==> src/rtl/proc_pkg.sv <==
// Shared processor definitions: widths, instruction size, halt encoding, fetch states.
package proc_pkg;
  localparam int XLEN_DEFAULT = 32;
  localparam int INST_BYTES   = 4;
  localparam logic [XLEN_DEFAULT-1:0] HALT_WORD = '0;

  typedef enum logic {RUN, HALTED} fetch_state_t;
endpackage

==> src/rtl/fetch_queue.sv <==
// Circular FIFO with flush and occupancy count; the caller guarantees no push when full
// and no pop when empty.
module fetch_queue #(
  parameter int WIDTH = 32,
  parameter int DEPTH = 4,
  localparam int AW = $clog2(DEPTH),
  localparam int CW = AW + 1
) (
  input  logic             clk,
  input  logic             rst_n,
  input  logic             flush_i,
  input  logic             push_i,
  input  logic [WIDTH-1:0] push_data_i,
  input  logic             pop_i,
  output logic [WIDTH-1:0] head_o,
  output logic [CW-1:0]    count_o
);
  logic [DEPTH-1:0][WIDTH-1:0] mem_q;
  logic [AW-1:0]               wr_q, rd_q;
  logic [CW-1:0]               cnt_q;

  always_ff @(posedge clk or negedge rst_n) begin
    if (!rst_n) begin
      mem_q <= '0;
      wr_q  <= '0;
      rd_q  <= '0;
      cnt_q <= '0;
    end else if (flush_i) begin
      wr_q  <= '0;
      rd_q  <= '0;
      cnt_q <= '0;
    end else begin
      if (push_i) begin
        mem_q[wr_q] <= push_data_i;
        wr_q        <= wr_q + 1'b1;
      end
      if (pop_i) rd_q <= rd_q + 1'b1;
      cnt_q <= cnt_q + CW'(push_i) - CW'(pop_i);
    end
  end

  assign head_o  = mem_q[rd_q];
  assign count_o = cnt_q;
endmodule

==> src/rtl/fetch_unit.sv <==
// Decoupled instruction fetch: credit-limited in-order requests, pc tag FIFO,
// prefetch queue to decode, redirect with in-flight discard, and halt on the zero word.
module fetch_unit import proc_pkg::*; #(
  parameter int              XLEN     = XLEN_DEFAULT,
  parameter logic [XLEN-1:0] RESET_PC = '0,
  parameter int              DEPTH    = 4
) (
  input  logic            clk,
  input  logic            rst_n,
  output logic            req_valid,
  input  logic            req_ready,
  output logic [XLEN-1:0] req_addr,
  input  logic            resp_valid,
  input  logic [XLEN-1:0] resp_data,
  output logic            inst_valid,
  input  logic            inst_ready,
  output logic [XLEN-1:0] inst_data,
  output logic [XLEN-1:0] inst_pc,
  input  logic            redirect_valid,
  input  logic [XLEN-1:0] redirect_pc,
  output logic            halted
);
  localparam int CW = $clog2(DEPTH) + 1;

  fetch_state_t        state_q, state_d;
  logic [XLEN-1:0]     pc_q, pc_d;
  logic [CW-1:0]       out_q, out_d, disc_q, disc_d;
  logic [CW-1:0]       occ, tag_cnt;
  logic [XLEN-1:0]     tag_head;
  logic [2*XLEN-1:0]   q_head;
  logic                issue, resp_live, halt_hit, push, pop;

  // Queued words plus in-flight requests never exceed DEPTH, so every response has room.
  assign req_valid = rst_n && (state_q == RUN) && !redirect_valid &&
                     (({1'b0, occ} + {1'b0, out_q}) < (CW+1)'(DEPTH));
  assign req_addr  = pc_q;
  assign issue     = req_valid && req_ready;

  assign resp_live = resp_valid && (disc_q == '0) && !redirect_valid;
  assign halt_hit  = resp_live && (state_q == RUN) && (resp_data == XLEN'(HALT_WORD));
  assign push      = resp_live && (state_q == RUN) && !halt_hit;
  assign pop       = inst_valid && inst_ready && !redirect_valid;

  always_comb begin
    pc_d    = pc_q;
    state_d = state_q;
    disc_d  = disc_q;
    out_d   = out_q + CW'(issue) - CW'(resp_valid);
    if (redirect_valid) begin
      pc_d    = redirect_pc;
      state_d = RUN;
      disc_d  = out_q - CW'(resp_valid);
    end else begin
      if (issue) pc_d = pc_q + XLEN'(INST_BYTES);
      if (resp_valid && (disc_q != '0)) disc_d = disc_q - 1'b1;
      if (halt_hit) state_d = HALTED;
    end
  end

  always_ff @(posedge clk or negedge rst_n) begin
    if (!rst_n) begin
      state_q <= RUN;
      pc_q    <= RESET_PC;
      out_q   <= '0;
      disc_q  <= '0;
    end else begin
      state_q <= state_d;
      pc_q    <= pc_d;
      out_q   <= out_d;
      disc_q  <= disc_d;
    end
  end

  // Tags are popped only by responses that survive discard, keeping them aligned with words.
  fetch_queue #(.WIDTH(XLEN), .DEPTH(DEPTH)) u_tags (
    .clk         (clk),
    .rst_n       (rst_n),
    .flush_i     (redirect_valid),
    .push_i      (issue),
    .push_data_i (pc_q),
    .pop_i       (resp_live),
    .head_o      (tag_head),
    .count_o     (tag_cnt)
  );

  fetch_queue #(.WIDTH(2*XLEN), .DEPTH(DEPTH)) u_insts (
    .clk         (clk),
    .rst_n       (rst_n),
    .flush_i     (redirect_valid),
    .push_i      (push),
    .push_data_i ({resp_data, tag_head}),
    .pop_i       (pop),
    .head_o      (q_head),
    .count_o     (occ)
  );

  always_ff @(posedge clk) begin
    if (rst_n && resp_live) assert (tag_cnt != '0);
  end

  assign inst_valid = (occ != '0);
  assign inst_data  = inst_valid ? q_head[2*XLEN-1:XLEN] : '0;
  assign inst_pc    = inst_valid ? q_head[XLEN-1:0] : '0;
  assign halted     = (state_q == HALTED);
endmodule

==> config.mk <==
export PLATFORM = sky130hd
export DESIGN_NAME = fetch_unit
export DESIGN_NICKNAME = d
export VERILOG_FILES = /design/src/rtl/proc_pkg.sv /design/src/rtl/fetch_queue.sv /design/src/rtl/fetch_unit.sv
export SDC_FILE = /design/constraint.sdc
export NUM_CORES = 1
export LEC_CHECK = 0
export ABC_AREA = 1
export CELL_PAD_IN_SITES_DETAIL_PLACEMENT = 1
export CELL_PAD_IN_SITES_GLOBAL_PLACEMENT = 2
export CORE_MARGIN = 10
export CORE_UTILIZATION = 38
export DETAILED_ROUTE_END_ITERATION = 10
export MAX_ROUTING_LAYER = met4
export PLACE_DENSITY = 0.95
export SYNTH_ARGS = -nofsm -noshare
export SYNTH_HDL_FRONTEND = slang
export SYNTH_SLANG_ARGS = --single-unit
==> constraint.sdc <==
create_clock -name clk -period 3.63 [get_ports clk]
set_input_delay 0.726 -clock clk [delete_from_list [all_inputs] [get_ports clk]]
set_output_delay 0.726 -clock clk [all_outputs]
set_load 0.005 [all_outputs]
==> impl_metrics.json <==
{
  "outcome": "finished clean",
  "swShare": 0.364,
  "critPathKind": "flop to output port",
  "critPathArrivalTime_ns": 2.75,
  "switchingPower_mw": 6.33,
  "die_h_um": 261,
  "rows": 88,
  "start_kind": "flop",
  "cts.path.max_buffers": 3,
  "drc_errors": 0,
  "setup_viol": 0,
  "syn_area_um2": 22000,
  "yosysSeqAreaShare": 0.493,
  "critPathCaptureType": "output port",
  "async_flop_share": 1.00,
  "required_ns": 2.90,
  "hold_viol": 0,
  "first_iter_violations": 1407,
  "ant_nets": 0,
  "drt_wl_total_mm": 75.1,
  "area_growth_pct": 16.3,
  "clk_root_buffer_cell": "clkbuf_16",
  "cts_tree": "yes",
  "grtUsageTotal": 0.224,
  "fin_ws_ns": 0.153,
  "grt_max_degree": 180,
  "first_pass_iters": 5,
  "ys_warn_count": 0,
  "ios": 169,
  "wire_per_inst_um": 20.6,
  "vias": 20200,
  "synthCells": 2796,
  "clock_latency_ns": 0.61,
  "synth-edff-count": 0,
  "avgSynthCellArea_um2": 7.87,
  "comb_power_share": 0.329,
  "multi_input_area_um2": 9440,
  "grt_pass1_wl_mm": 120,
  "fp.dieW_um": 261,
  "clock_sink_count": 434,
  "diodes": 0,
  "maxSlewViolCount": 0,
  "fmax_ghz": 0.288,
  "drive_gt1_frac": 0.0527,
  "grt_pass1_vias": 21600,
  "fin_crit_sh": 0.958,
  "fin_skew_ns": 0.0247,
  "gr-total-overflow": 0,
  "pre_cts_ws_ns": 0.477,
  "yosysTopAreaCell": "dfrtp_1",
  "worst_pin_slew_ns": 0.986,
  "placed_cells": 3555,
  "grt_setup_unrepaired": "no",
  "yosysTopAreaCellShare": 0.493,
  "power_frac_clock": 0.306,
  "fillers": 7008,
  "initial_core_util": 0.383,
  "dieArea_um2": 68000,
  "syn-num-nets": 2887,
  "htreeDepth": 2,
  "maxCapViolations": 0,
  "finalCriticalPeriod_ns": 3.48,
  "fin_setup_tns_ns": 0,
  "clkTransAtPathRegs_ns": 0.06,
  "p_leak_nw": 12.3,
  "maxSlewHeadroom": 0.343,
  "p_int_mw": 11.1,
  "nNetsFinal": 2936,
  "antenna_found_initial": 0,
  "cp_max_fo": 50,
  "power.density_nw_per_um2": 679,
  "register_area_um2": 10900,
  "ys.flop_type": "dfrtp_1",
  "gp_congestion": 0.855,
  "r2r_setup_slack_ns": 0.93,
  "coreArea_um2": 57500,
  "vdd_drop_max_v": 0.000430,
  "port_buffers": 168,
  "cts_buffers": 51,
  "power_frac_seq": 0.365,
  "ys_ff_latch": 434,
  "avgViaCountPerCell": 5.54,
  "stdcell_count": 3651,
  "hp-class": "flop to flop",
  "synth_area_leaders": "dfrtp_1 (49%), nand2_1 (14%), nand4_1 (7.4%), nor2_1 (6.6%), o21ai_0 (4.9%)",
  "synthDistinctLibCells": 32,
  "dp_hpwl_mm": 44.6
}
[layer usage]
layer / up-vias / track usage / routed length (um)
li1: 9375 / - / -
met4: 0 / 0.0606 / 1520
met5: - / - / 0
met3: 103 / 0.0269 / 3340
met1: 10300 / 0.282 / 33500
met2: 488 / 0.375 / 36700
[timing repair]
item	4_1_cts	5_1_grt
gates resized for setup	1	1
buffers inserted	0	0
hold buffers	1	0
setup endpoints to repair	1	3
endpoints found under the hold margin	20	0
gates cloned	0	1
[power groups by stage]
stage / logic [mW] / clock network [mW] / registers, mW
global placement: 5.44 / 0 / 6.33
floorplan: 3.23 / 0 / 6.22
global route: 6.38 / 5.62 / 6.46
detailed placement: 5.66 / 0 / 6.40
CTS: 5.73 / 5.42 / 6.33
finish: 5.72 / 5.33 / 6.35
[per-stage QoR]
stage                     power [mW]  cell area, um2  hold WS, ns   util
after floorplan                 9.45           22000        0.430      -
after global placement          11.8           23800        0.447  0.414
after detailed placement        12.1           23800        0.453  0.414
after CTS                       17.5           25600        0.468  0.445
after global routing            18.5           25600        0.487  0.446
final                           17.4           25600        0.466  0.446
[final timing paths]
| check | from | endpoint | depth (start not counted) |
|---|---|---|---|
| setup / recovery | u_insts.rd_q[0]$_DFFE_PN0P_ | inst_pc[25] | 5 |
| hold / removal | u_insts.mem_q[242]$_DFFE_PN0P_ | u_insts.mem_q[242]$_DFFE_PN0P_ | 2 |
| setup reg to reg | u_insts.count_o[1]$_DFF_PN0_ | u_tags.mem_q[92]$_DFFE_PN0P_ | 9 |
| hold reg to reg | u_insts.mem_q[242]$_DFFE_PN0P_ | u_insts.mem_q[242]$_DFFE_PN0P_ | 2 |
| max in group asynchronous | rst_n | req_addr[17]$_DFFE_PN0P_ | 4 |
| min in group asynchronous | rst_n | u_insts.mem_q[251]$_DFFE_PN0P_ | 2 |
[layout by cell type (no fill, tap or decap), drive strengths merged]
master / instances
xnor2: 4
clkbuf: 85
xor2: 13
nor2: 389
nor3: 1
a21oi: 68
dfrtp: 434
and2: 2
o21ai: 343
clkdlybuf4s50: 166
nand3b: 1
clkinv: 9
inv: 102
nand3: 61
fa: 2
ha: 19
o22ai: 32
nand4: 260
dlygate4sd3: 1
bufinv: 3
o211ai: 1
nand2: 846
buf: 44
[cell usage after synthesis (2+ instances only)]
cell type	number
nand2_1	840
dfrtp_1	434
o21ai_0	214
fa_1	2
a21oi_1	68
xor2_1	13
nor2_1	386
nand4_1	260
nand2_2	2
nor2_2	3
ha_1	19
o21ai_1	129
buf_8	2
buf_6	55
nand2_4	4
o22ai_1	32
buf_4	6
buf_1	17
inv_1	101
xnor2_1	4
buf_2	69
nand3_1	56
nand3_4	5
clkbuf_1	67
[sequential cells by signal, indices dropped and copies added, names as in the netlist, 3 cells and up]
| name | cells |
|---|---|
| disc_q | 3 |
| out_q | 3 |
| req_addr | 32 |
| u_insts.count_o | 3 |
| u_insts.mem_q | 256 |
| u_tags.mem_q | 128 |
[worst max-delay path, stage by stage, from the launching register on]
cell and delay [ns]:
dfrtp_4 0.53, clkinv_2 0.28, buf_12 0.29, o21ai_0 0.13, a21oi_1 0.33, clkdlybuf4s50_1 0.59
[logic make-up after synthesis]
group / count (synthesis) / share of synthesized area
xor+xnor: 17 / 0.00676
fa+ha+maj: 21 / 0.0126
simple gates: 1560 / 0.305
flops: 434 / 0.493
compound gates: 444 / 0.103
buf+inv: 320 / 0.0796
[cell type report]
| type | count | share of cell area |
|---|---|---|
| sequential | 434 | 0.424 |
| multi-input combinational | 2042 | 0.369 |
| timing repair buffer | 212 | 0.0861 |
| clock buffer | 84 | 0.0630 |
| tap | 765 | 0.0374 |
| inverter | 104 | 0.0156 |
| clock inverter | 10 | 0.00503 |
No activity file was read; power rests on OpenSTA's default activity.
